[src/rtl/pbl_pkg.sv]
// rtl/pbl_pkg.sv - register map, field widths and APB phase encoding for apb_fir_regs
package pbl_pkg;

  localparam int APB_DW         = 32;
  localparam int CTRL_OFS       = 'h000;
  localparam int STATUS_OFS     = 'h004;
  localparam int ILE_WSP_OFS    = 'h008;
  localparam int ILE_PROBEK_OFS = 'h00C;
  localparam int ILE_RAZY_OFS   = 'h010;
  localparam int COEF_BASE      = 'h100;

  localparam int ILE_WSP_W    = 6;
  localparam int ILE_PROBEK_W = 14;
  localparam int ILE_RAZY_W   = 15;

  typedef enum logic [1:0] {IDLE, SETUP, ACCESS} apb_state_t;

  typedef enum logic [2:0] {
    SEL_CTRL, SEL_STATUS, SEL_WSP, SEL_PROBEK, SEL_RAZY, SEL_COEF, SEL_NONE
  } reg_sel_t;

  // A run may only be launched with a tap count the coefficient RAM can hold.
  function automatic logic cfg_valid(input logic [ILE_WSP_W-1:0]    wsp,
                                     input logic [ILE_PROBEK_W-1:0] probek,
                                     input logic [ILE_RAZY_W-1:0]   razy,
                                     input int                      n_wsp);
    return (wsp != '0) && (int'(wsp) <= n_wsp) && (probek != '0) && (razy != '0);
  endfunction

endpackage

[src/rtl/apb_fir_regs_if.sv]
// rtl/apb_fir_regs_if.sv - APB bus bundle between the host bridge and apb_fir_regs
interface apb_fir_regs_if #(
  parameter int ADDR_W = 12
);
  logic [ADDR_W-1:0] p_paddr;
  logic              p_psel;
  logic              p_penable;
  logic              p_pwrite;
  logic [31:0]       p_pwdata;
  logic              p_pready;
  logic [31:0]       p_prdata;
  logic              p_pslverr;

  modport master (
    output p_paddr, p_psel, p_penable, p_pwrite, p_pwdata,
    input  p_pready, p_prdata, p_pslverr
  );

  modport slave (
    input  p_paddr, p_psel, p_penable, p_pwrite, p_pwdata,
    output p_pready, p_prdata, p_pslverr
  );
endinterface

[src/rtl/fir_coef_ram.sv]
// rtl/fir_coef_ram.sv - FIR coefficient store, one write port and one registered read port
module fir_coef_ram #(
  parameter int N_WSP = 32,
  parameter int WSP_W = 16,
  parameter int AW    = $clog2(N_WSP)
) (
  input  logic             clk,
  input  logic             we,
  input  logic [AW-1:0]    waddr,
  input  logic [WSP_W-1:0] wdata,
  input  logic [AW-1:0]    raddr,
  output logic [WSP_W-1:0] rdata
);

  logic [WSP_W-1:0] mem [N_WSP];

  // Array and read register are left unreset so the store maps onto plain RAM.
  always_ff @(posedge clk) begin
    if (we) mem[waddr] <= wdata;
    rdata <= mem[raddr];
  end

endmodule

[src/rtl/apb_fir_regs.sv]
// rtl/apb_fir_regs.sv - APB register block holding FIR run config, coefficients, START and DONE/IRQ
module apb_fir_regs
  import pbl_pkg::*;
#(
  parameter int ADDR_W = 12,
  parameter int N_WSP  = 32,
  parameter int WSP_W  = 16
) (
  input  logic                     clk,
  input  logic                     rst,
  apb_fir_regs_if.slave            apb,
  output logic [ILE_WSP_W-1:0]     f_ile_wsp,
  output logic [ILE_PROBEK_W-1:0]  f_ile_probek,
  output logic [ILE_RAZY_W-1:0]    f_ile_razy,
  output logic                     f_start,
  input  logic [$clog2(N_WSP)-1:0] f_adress_fir,
  input  logic                     f_fsm_mux_cdc,
  output logic [WSP_W-1:0]         f_wsp_data,
  input  logic                     f_pracuje,
  input  logic                     f_done,
  output logic                     irq
);

  localparam int AW = $clog2(N_WSP);

  // SETUP is the RAM fetch cycle of a coefficient read; ACCESS is the completing cycle.
  localparam logic [1:0] ST_IDLE   = IDLE;
  localparam logic [1:0] ST_SETUP  = SETUP;
  localparam logic [1:0] ST_ACCESS = ACCESS;

  logic [1:0]       state;
  reg_sel_t         dec_sel, acc_sel;
  logic             dec_err;
  logic [31:0]      dec_rdata;
  logic [AW-1:0]    dec_idx, acc_idx;
  logic             coef_hit;
  logic             acc_wr;
  logic [15:0]      acc_data;
  logic             irq_en, done, done_clr;
  logic             ram_we;
  logic [AW-1:0]    ram_raddr;
  logic [WSP_W-1:0] ram_rdata;
  logic             fir_rd_q;
  logic [WSP_W-1:0] wsp_hold;
  logic             unused_wdata;

  assign unused_wdata = ^apb.p_pwdata[31:16];

  assign dec_idx  = apb.p_paddr[AW+1:2];
  assign coef_hit = (apb.p_paddr >= ADDR_W'(COEF_BASE)) &&
                    (apb.p_paddr <  ADDR_W'(COEF_BASE + 4 * N_WSP));

  always_comb begin
    dec_sel = SEL_NONE;
    if (apb.p_paddr[1:0] == 2'b00) begin
      if      (apb.p_paddr == ADDR_W'(CTRL_OFS))       dec_sel = SEL_CTRL;
      else if (apb.p_paddr == ADDR_W'(STATUS_OFS))     dec_sel = SEL_STATUS;
      else if (apb.p_paddr == ADDR_W'(ILE_WSP_OFS))    dec_sel = SEL_WSP;
      else if (apb.p_paddr == ADDR_W'(ILE_PROBEK_OFS)) dec_sel = SEL_PROBEK;
      else if (apb.p_paddr == ADDR_W'(ILE_RAZY_OFS))   dec_sel = SEL_RAZY;
      else if (coef_hit)                               dec_sel = SEL_COEF;
    end
  end

  // Config and coefficients are frozen while the FIR runs or owns the RAM port.
  always_comb begin
    dec_err = 1'b0;
    case (dec_sel)
      SEL_NONE:   dec_err = 1'b1;
      SEL_CTRL:   dec_err = apb.p_pwrite && apb.p_pwdata[0] &&
                            (f_pracuje || !cfg_valid(f_ile_wsp, f_ile_probek, f_ile_razy, N_WSP));
      SEL_WSP,
      SEL_PROBEK,
      SEL_RAZY:   dec_err = apb.p_pwrite && (f_pracuje || f_fsm_mux_cdc);
      SEL_COEF:   dec_err = f_fsm_mux_cdc || (apb.p_pwrite && f_pracuje);
      default:    dec_err = 1'b0;
    endcase
  end

  always_comb begin
    dec_rdata = '0;
    case (dec_sel)
      SEL_CTRL:   dec_rdata = {30'd0, irq_en, 1'b0};
      SEL_STATUS: dec_rdata = {30'd0, done, f_pracuje};
      SEL_WSP:    dec_rdata = 32'(f_ile_wsp);
      SEL_PROBEK: dec_rdata = 32'(f_ile_probek);
      SEL_RAZY:   dec_rdata = 32'(f_ile_razy);
      default:    dec_rdata = '0;
    endcase
  end

  assign ram_we    = (state == ST_ACCESS) && acc_wr && (acc_sel == SEL_COEF);
  assign done_clr  = (state == ST_ACCESS) && acc_wr && (acc_sel == SEL_STATUS) && acc_data[1];
  assign ram_raddr = f_fsm_mux_cdc ? f_adress_fir : dec_idx;

  fir_coef_ram #(
    .N_WSP (N_WSP),
    .WSP_W (WSP_W)
  ) u_coef_ram (
    .clk   (clk),
    .we    (ram_we),
    .waddr (acc_idx),
    .wdata (acc_data[WSP_W-1:0]),
    .raddr (ram_raddr),
    .rdata (ram_rdata)
  );

  // The RAM output is shared with APB reads, so the FIR view holds its last fetched value.
  assign f_wsp_data = fir_rd_q ? ram_rdata : wsp_hold;

  always_ff @(posedge clk or posedge rst) begin
    if (rst) begin
      state         <= ST_IDLE;
      apb.p_pready  <= 1'b0;
      apb.p_prdata  <= '0;
      apb.p_pslverr <= 1'b0;
      acc_sel       <= SEL_NONE;
      acc_wr        <= 1'b0;
      acc_data      <= '0;
      acc_idx       <= '0;
      f_ile_wsp     <= '0;
      f_ile_probek  <= '0;
      f_ile_razy    <= '0;
      irq_en        <= 1'b0;
      done          <= 1'b0;
      irq           <= 1'b0;
      f_start       <= 1'b0;
      fir_rd_q      <= 1'b0;
      wsp_hold      <= '0;
    end else begin
      apb.p_pready  <= 1'b0;
      apb.p_prdata  <= '0;
      apb.p_pslverr <= 1'b0;
      f_start       <= 1'b0;
      fir_rd_q      <= f_fsm_mux_cdc;
      wsp_hold      <= f_wsp_data;
      done          <= f_done | (done & ~done_clr);
      irq           <= done & irq_en;

      case (state)
        ST_IDLE: begin
          if (apb.p_psel && !apb.p_penable) begin
            acc_sel  <= dec_sel;
            acc_wr   <= apb.p_pwrite && !dec_err;
            acc_data <= apb.p_pwdata[15:0];
            acc_idx  <= dec_idx;
            if (!dec_err && !apb.p_pwrite && (dec_sel == SEL_COEF)) begin
              state <= ST_SETUP;
            end else begin
              state         <= ST_ACCESS;
              apb.p_pready  <= 1'b1;
              apb.p_pslverr <= dec_err;
              apb.p_prdata  <= (dec_err || apb.p_pwrite) ? '0 : dec_rdata;
            end
          end
        end
        ST_SETUP: begin
          state        <= ST_ACCESS;
          apb.p_pready <= 1'b1;
          apb.p_prdata <= 32'(ram_rdata);
        end
        ST_ACCESS: begin
          // Writes commit only on the edge that closes the completing cycle.
          state <= ST_IDLE;
          if (acc_wr) begin
            case (acc_sel)
              SEL_CTRL: begin
                irq_en  <= acc_data[1];
                f_start <= acc_data[0];
              end
              SEL_WSP:    f_ile_wsp    <= acc_data[ILE_WSP_W-1:0];
              SEL_PROBEK: f_ile_probek <= acc_data[ILE_PROBEK_W-1:0];
              SEL_RAZY:   f_ile_razy   <= acc_data[ILE_RAZY_W-1:0];
              default: ;
            endcase
          end
        end
        default: state <= ST_IDLE;
      endcase
    end
  end

endmodule

[src/flat_wrapper.sv]
// flat-port wrapper written by rule: the top's interface ports become plain ports
module apb_fir_regs_flat import pbl_pkg::*;
#(
  parameter int ADDR_W = 12,
  parameter int N_WSP  = 32,
  parameter int WSP_W  = 16
)
  (clk, rst, f_ile_wsp, f_ile_probek, f_ile_razy, f_start, f_adress_fir, f_fsm_mux_cdc, f_wsp_data, f_pracuje, f_done, irq, apb_p_paddr, apb_p_psel, apb_p_penable, apb_p_pwrite, apb_p_pwdata, apb_p_pready, apb_p_prdata, apb_p_pslverr);
  apb_fir_regs_if #(.ADDR_W(ADDR_W)) apb_i ();
  input  logic clk;
  input  logic rst;
  output logic [ILE_WSP_W-1:0] f_ile_wsp;
  output logic [ILE_PROBEK_W-1:0] f_ile_probek;
  output logic [ILE_RAZY_W-1:0] f_ile_razy;
  output logic f_start;
  input  logic [$clog2(N_WSP)-1:0] f_adress_fir;
  input  logic f_fsm_mux_cdc;
  output logic [WSP_W-1:0] f_wsp_data;
  input  logic f_pracuje;
  input  logic f_done;
  output logic irq;
  input wire logic [$bits(apb_i.p_paddr)-1:0] apb_p_paddr;
  input wire logic [$bits(apb_i.p_psel)-1:0] apb_p_psel;
  input wire logic [$bits(apb_i.p_penable)-1:0] apb_p_penable;
  input wire logic [$bits(apb_i.p_pwrite)-1:0] apb_p_pwrite;
  input wire logic [$bits(apb_i.p_pwdata)-1:0] apb_p_pwdata;
  output wire logic [$bits(apb_i.p_pready)-1:0] apb_p_pready;
  output wire logic [$bits(apb_i.p_prdata)-1:0] apb_p_prdata;
  output wire logic [$bits(apb_i.p_pslverr)-1:0] apb_p_pslverr;
  assign apb_i.p_paddr = apb_p_paddr;
  assign apb_i.p_psel = apb_p_psel;
  assign apb_i.p_penable = apb_p_penable;
  assign apb_i.p_pwrite = apb_p_pwrite;
  assign apb_i.p_pwdata = apb_p_pwdata;
  assign apb_p_pready = apb_i.p_pready;
  assign apb_p_prdata = apb_i.p_prdata;
  assign apb_p_pslverr = apb_i.p_pslverr;
  apb_fir_regs #(.ADDR_W(ADDR_W), .N_WSP(N_WSP), .WSP_W(WSP_W)) u_core (.clk(clk), .rst(rst), .apb(apb_i), .f_ile_wsp(f_ile_wsp), .f_ile_probek(f_ile_probek), .f_ile_razy(f_ile_razy), .f_start(f_start), .f_adress_fir(f_adress_fir), .f_fsm_mux_cdc(f_fsm_mux_cdc), .f_wsp_data(f_wsp_data), .f_pracuje(f_pracuje), .f_done(f_done), .irq(irq));
endmodule
[config.mk]
export PLATFORM = sky130hd
export DESIGN_NAME = apb_fir_regs_flat
export DESIGN_NICKNAME = d
export VERILOG_FILES = /design/src/rtl/pbl_pkg.sv /design/src/rtl/apb_fir_regs_if.sv /design/src/rtl/fir_coef_ram.sv /design/src/rtl/apb_fir_regs.sv /design/src/flat_wrapper.sv
export SDC_FILE = /design/constraint.sdc
export NUM_CORES = 1
export LEC_CHECK = 0
export ABC_AREA = 1
export CORE_MARGIN = 2
export CORE_UTILIZATION = 55
export CTS_CLUSTER_SIZE = 25
export DETAILED_ROUTE_END_ITERATION = 10
export GPL_TIMING_DRIVEN = 0
export MAX_ROUTING_LAYER = met4
export PLACE_DENSITY = 0.74
export SLEW_MARGIN = 20
export SYNTH_ARGS = -nofsm -noshare
export SYNTH_HDL_FRONTEND = slang
export SYNTH_HIERARCHICAL = 1
export SYNTH_SLANG_ARGS = --single-unit
[constraint.sdc]
create_clock -name clk -period 4.7 [get_ports clk]
set_input_delay 1.41 -clock clk [delete_from_list [all_inputs] [get_ports clk]]
set_output_delay 1.41 -clock clk [all_outputs]
set_load 0.01 [all_outputs]
Yosys cells after proc, flatten, opt, wreduce, memory -nomap -nowiden:

Memory sizes are Yosys's and may differ from the RTL's. A register that Yosys moved wholly into a read port is not among the register bits.
Index checks and enable logic that the tools add are counted.

* latch bits: 0
* bits in read-only memories: 0
* input bits: 57
* memory bits (writable): 512
* output and inout port bits: 87
* memories kept: 1
* register bits after elaboration: 117
* word-level logic and storage cells: 110

Memories
* u_core.u_coef_ram.mem: words 32, width 16, rd ports 1, clocked after Yosys merged registers in 1, write ports 1, line fir_coef_ram.sv:15 `logic [WSP_W-1:0] mem [N_WSP];`

* magnitude comparators: 3
* reduce and logical (&&, ||, !) cells: 38
* muxes and demuxes: 29
* $add $sub $neg: 0
* shift operators: 0
* multiply operators: 0
* div/mod/pow operators: 0
* equal/unequal tests: 18
* bitwise logic cells: 4

Operator list (count)
* $pmux W15 S5: 1
* $mux W32: 2
* $pmux W32 S2: 1
* $eq A12 B4 Y1 const B: 2
* $mux W3: 6
* $logic_and A1 B1 Y1: 16
* $mux W16: 1
* $eq A3 B3 Y1 const B: 5
* $mux W15: 1
* $reduce_bool A15 Y1: 1
* $reduce_bool A14 Y1: 1
* $eq A12 B3 Y1 const B: 1
* $eq A12 B5 Y1 const B: 1
* $eq A3 B2 Y1 const B: 4
* $ge A12 B9 Y1 const B: 1
* $logic_not A12 Y1: 1
* $lt A12 B9 Y1 const B: 1
* $reduce_and A3 Y1: 4
* $mux W1: 10
* $eq A3 B1 Y1 const B: 2
* $le A6 B6 Y1 const B: 1
* $logic_not A3 Y1: 2
* $mux W2: 3
* $reduce_bool A6 Y1: 1
* 15 further kinds: 23

Depth between registers and ports, before layout:

* word-level depth: 18
* depth in mapped cells: 16
* mapped depth without buffers: 15

Cells and area by module:

Netlist, hierarchy kept.

By module, submodules not included
* fir_coef_ram: sequential area each 15695.1 µm², area each 21301.7 µm², times used 1, cells each 1794
* apb_fir_regs: sequential area each 2529.9 µm², area each 4758.3 µm², times used 1, cells each 572

Worst setup path after synthesis:

No wires, ideal clock.

* path kind: input port to flip-flop
* start point: in apb_p_paddr[9]
* end point: reg u_core.apb.p_prdata[0]
* setup time: 0.116 ns
* data required time: 4.584 ns
* stages on the path: 16
* path slack: 1.865 ns
* arrival: 2.719 ns
* path buffers: 2
* cell sequence: nor2_2 -> nand2_2 -> nor2_4 -> nand3_2 -> nand2_1 -> nand2_1 -> buf_6 -> clkinv_4 -> nand2_4 -> nor2_4 -> nand4_2 -> nand2_2 -> inv_2 -> buf_6 -> nand2_1 -> nand2_1

* longest elaborated chain between the ends: 18
* elaborated cells on any way between the ends: 33
* classes of those cells: order compare: 2; eq/ne: 10; mux: 13; reduce/logical: 8

RTL lines
* start, declared: line flat_wrapper.sv:22 `input wire logic [$bits(apb_i.p_paddr)-1:0] apb_p_paddr;`
* $ge A12 B9 Y1 / $lt A12 B9 Y1 (equally long branches): line apb_fir_regs.sv:50, apb_fir_regs.sv:51
* $logic_and A1 B1 Y1: line apb_fir_regs.sv:50 `assign coef_hit = (apb.p_paddr >= ADDR_W'(COEF_BASE)) &&`
* $mux W2: line apb_fir_regs.sv:61 `else if (coef_hit) dec_sel = SEL_COEF;`
* $mux W3: line apb_fir_regs.sv:60 `else if (apb.p_paddr == ADDR_W'(ILE_RAZY_OFS)) dec_sel = SEL_RAZY;`
* $mux W3: line apb_fir_regs.sv:59 `else if (apb.p_paddr == ADDR_W'(ILE_PROBEK_OFS)) dec_sel = SEL_PROBEK;`
* $mux W3: line apb_fir_regs.sv:58 `else if (apb.p_paddr == ADDR_W'(ILE_WSP_OFS)) dec_sel = SEL_WSP;`
* $mux W3: line apb_fir_regs.sv:57 `else if (apb.p_paddr == ADDR_W'(STATUS_OFS)) dec_sel = SEL_STATUS;`
* $mux W3 *: line apb_fir_regs.sv:56 `if (apb.p_paddr == ADDR_W'(CTRL_OFS)) dec_sel = SEL_CTRL;`
* $mux W3 *: line apb_fir_regs.sv:55 `if (apb.p_paddr[1:0] == 2'b00) begin`
* $eq A3 B2 Y1 / $eq A3 B3 Y1 (equally long branches): line apb_fir_regs.sv:68, apb_fir_regs.sv:82
* $reduce_or A3 Y1: line apb_fir_regs.sv:68 `case (dec_sel)`
* $pmux W1 S4: line apb_fir_regs.sv:68
* $logic_not A1 Y1: line apb_fir_regs.sv:147 `if (!dec_err && !apb.p_pwrite && (dec_sel == SEL_COEF)) begin`
* $logic_and A1 B1 Y1 (2 in series): line apb_fir_regs.sv:147
* $mux W32 *: line apb_fir_regs.sv:147
* $mux W32 *: line apb_fir_regs.sv:142 `if (apb.p_psel && !apb.p_penable) begin`
* $pmux W32 S2 *: line apb_fir_regs.sv:140 `case (state)`
* end signal, assigned: line apb_fir_regs.sv:153 `apb.p_prdata <= (dec_err || apb.p_pwrite) ? '0 : dec_rdata;`
* end signal, assigned: line apb_fir_regs.sv:160 `apb.p_prdata <= 32'(ram_rdata);`
* end, declared: line apb_fir_regs_if.sv:21 `output p_pready, p_prdata, p_pslverr`

Every way passes the cells marked *; elsewhere a longest branch is shown, timed or not.
A chain may end at the register's enable or synchronous reset.

Worst setup path after layout:

* start point: reg u_core.fir_rd_q
* end point: out f_wsp_data[15]

* longest elaborated chain between the ends: 1

RTL lines
* start, declared: line apb_fir_regs.sv:43 `logic fir_rd_q;`
* start signal, assigned: line apb_fir_regs.sv:135 `fir_rd_q <= f_fsm_mux_cdc;`
* $mux W16: line apb_fir_regs.sv:109 `assign f_wsp_data = fir_rd_q ? ram_rdata : wsp_hold;`
* end, declared: line flat_wrapper.sv:18 `output logic [WSP_W-1:0] f_wsp_data;`

Every way passes these cells.

==> reports/metrics.cfg <==
[outcome]
status = finished, violations left
violations = DRC

[timing]
skew_ns = 0.0164
period_share = 0.895
rsz0062_at_grt = false
finalHoldViolCount = 0
setup_ws_ns = 0.491
fin_crit_ns = 4.21
drv_slew = 0
clock.fmax_mhz = 238
worstMarginPinSlew_ns = 1.03
report.final.setup_viol = 0
max_slew_margin = 0.310
fin_setup_tns_ns = 0

[clock_tree]
htree_num_levels = 2
cts_buffers = 60
cts-root-buf = clkbuf_16
post-cts-setup-buffer-count = 0
holdBufCountCts = 0
clock_latency_ns = 0.62
cts_sinks = 629
ctsResizeCount = 0
cts_tree = done
clk_pin_slew_ns = 0.06
clockBufferDepth = 3

[placed_design]
placed_cells = 3133
dp_hpwl_microns = 53200
placed_cell_area_sq_um = 28600
portBuffers = 111
place_congestion = 0.981
place_ws_ns = 0.104

[detailed_routing]
dr_total_vias = 18800
vias_per_cell = 5.81
wl_microns = 76700
dr.first_iter.drc_count = 2465
drt_drc_violations_left = 5
drtPass1Iterations = 9
ant_nets = 0
wl_per_cell_microns = 23.7

[yosys]
syn-mean-instance-area_sq_um = 11.0
synth_edf_count = 512
synth-async-reset-ratio = 0.161
synth.most_common_cell = nand2_1
ys.flop_type = edfxtp_1
seq_area_frac_synth = 0.699
synthesis.area_sq_um = 26100
synth_largest_area_cell = edfxtp_1
ys_top_cells_by_area = edfxtp_1 (59%), nand2_1 (13%), dfrtp_1 (9.5%)
netlist_instances = 2366
synth_top_area_share = 0.590
synth-warning-count = 6
synth_common_cells = nand2_1 (915), edfxtp_1 (512), nand3_1 (418)
synth.distinct_cells = 37
ys_seq_elements = 629

[cells_and_area]
final_area_sq_um = 30400
nets = 2645
multi_input_area_sq_um = 6730
drive_gt1_frac = 0.117
fillers = 3504
area_growth_pct = 16.8
utilization = 0.652
seqCellArea_sq_um = 18200
stdcell_count = 3239
antennaDiodeCount = 0

[min_path]
hold_path_end = u_core/apb.p_prdata[9]
min_path_cells = 2
worst_hold_path_type = reg2reg
min_from = u_core/u_coef_ram/rdata[9]

[global_route]
grt_antenna_before_repair = 1
grt_pass1_vias = 18200
grt_pass1_wl_microns = 113000
grt_overflow = 0
grt_use_total = 0.323
grt_max_degree = 55

[die]
die-width_microns = 222
core_area_sq_um = 46700
initial_core_util = 0.559
rows = 79
die_h_microns = 222
io_pins = 144
dieArea_sq_um = 49100

[power_and_ir_drop]
power.leakage_nw = 11.9
powerDensity_nw_per_um2 = 414
vdd_drop_max_v = 0.000295

[worst_setup_path]
crit_path_max_fanout = 10
critPathSlowestCell = clkdlybuf4s50_1
path_cells = clkbuf_1, buf_1, nor2_1, a21oi_1, clkdlybuf4s50_1
cp.required_ns = 3.29
crit_path_start_kind = register
path_class = reg2out
reg2reg_from = u_core/state[1]
arrival_ns = 2.80
reg2reg_depth = 6
critPathMaxStageDelay_ns = 0.61
worstReg2RegEnd = u_core/u_coef_ram/mem[4][4]
startpoint = u_core/fir_rd_q
r2r_slack_ns = 1.18
cp-end-kind = output pin

[flow_run]
maxCapViolations = 0

stage by stage:
stage,total power [mW],hold slack [ns]
6_report,12.6,0.453
3_3_place_gp,7.99,0.445
3_5_place_dp,8.06,0.441
2_1_floorplan,7.28,0.410
5_1_grt,13.0,0.476
4_1_cts,12.6,0.453
where the power goes:
part	switching [mW]	internal (mW)
logic	0.859	0.472
registers	0.341	6.31
clock network	1.99	2.62
cells by family after synthesis:
logic type,synth area share
flip-flops,0.699
buffers and inverters,0.0475
multiplexers,0.00648
AO/OA/AOI/OAI,0.0142
AND/OR/NAND/NOR,0.232
other,0.000144
worst max-delay path by stage:
stage | cells after the start | end
2_1_floorplan | 1 | u_core/acc_data[0]
3_3_place_gp | 2 | u_core/acc_idx[2]
3_5_place_dp | 12 | u_core/u_coef_ram/rdata[10]
4_1_cts | 5 | f_wsp_data[15]
5_1_grt | 5 | f_wsp_data[15]
6_report | 5 | f_wsp_data[15]
layout make-up:
class                      instances  share of cell area
sequential                       629               0.599
multi-input combinational       1544               0.221
timing repair buffer             145              0.0531
clock buffer                      73              0.0516
buffer                           144              0.0324
tap                              607              0.0250
clock inverter                    33             0.00888
inverter                          64             0.00839
placed cells by master (no fill, tap or decap), types with 14 or more instances in the layout:
master,count
buf_2,35
buf_4,44
buf_6,44
buf_8,14
clkbuf_1,44
clkbuf_16,61
clkdlybuf4s50_1,111
clkinv_1,22
conb_1,16
dfrtp_1,83
dfrtp_2,16
dfxtp_1,16
edfxtp_1,512
inv_1,53
mux2_2,15
nand2_1,915
nand3_1,418
nor2_1,48
nor2_2,34
o21ai_0,56
sequential cells by signal (all words and copies together), names as in the netlist:
signal and cells:
u_core/f_start 1, u_core/apb.p_pready 1, u_core/acc_wr 1, u_core/irq_en 1, u_core/acc_idx 5, u_core/state 2
u_core/f_ile_probek 14, u_core/done 1, u_core/irq 1, u_core/acc_data 16, u_core/u_coef_ram/mem 512, u_core/acc_sel 3
u_core/apb.p_pslverr 1, u_core/apb.p_prdata 16, u_core/wsp_hold 16, u_core/f_ile_wsp 6, u_core/u_coef_ram/rdata 16, u_core/f_ile_razy 15
u_core/fir_rd_q 1
metal layers:
layer | vias up | global-route usage | part of all wire
li1 | 8450 | - | -
met1 | 9142 | 0.421 | 0.38
met2 | 1018 | 0.498 | 0.47
met3 | 205 | 0.0594 | 0.10
met4 | 0 | 0.148 | 0.050
met5 | - | - | 0
worst max-delay path, delay by kind of cell, from the launching register on:
kind	cells	cell delay, ns
flip-flops	1	0.32
AND/OR/NAND/NOR	1	0.11
buffers and inverters	3	1.48
AO/OA/AOI/OAI	1	0.27
Note: power is estimated with default switching activity, not from simulation.
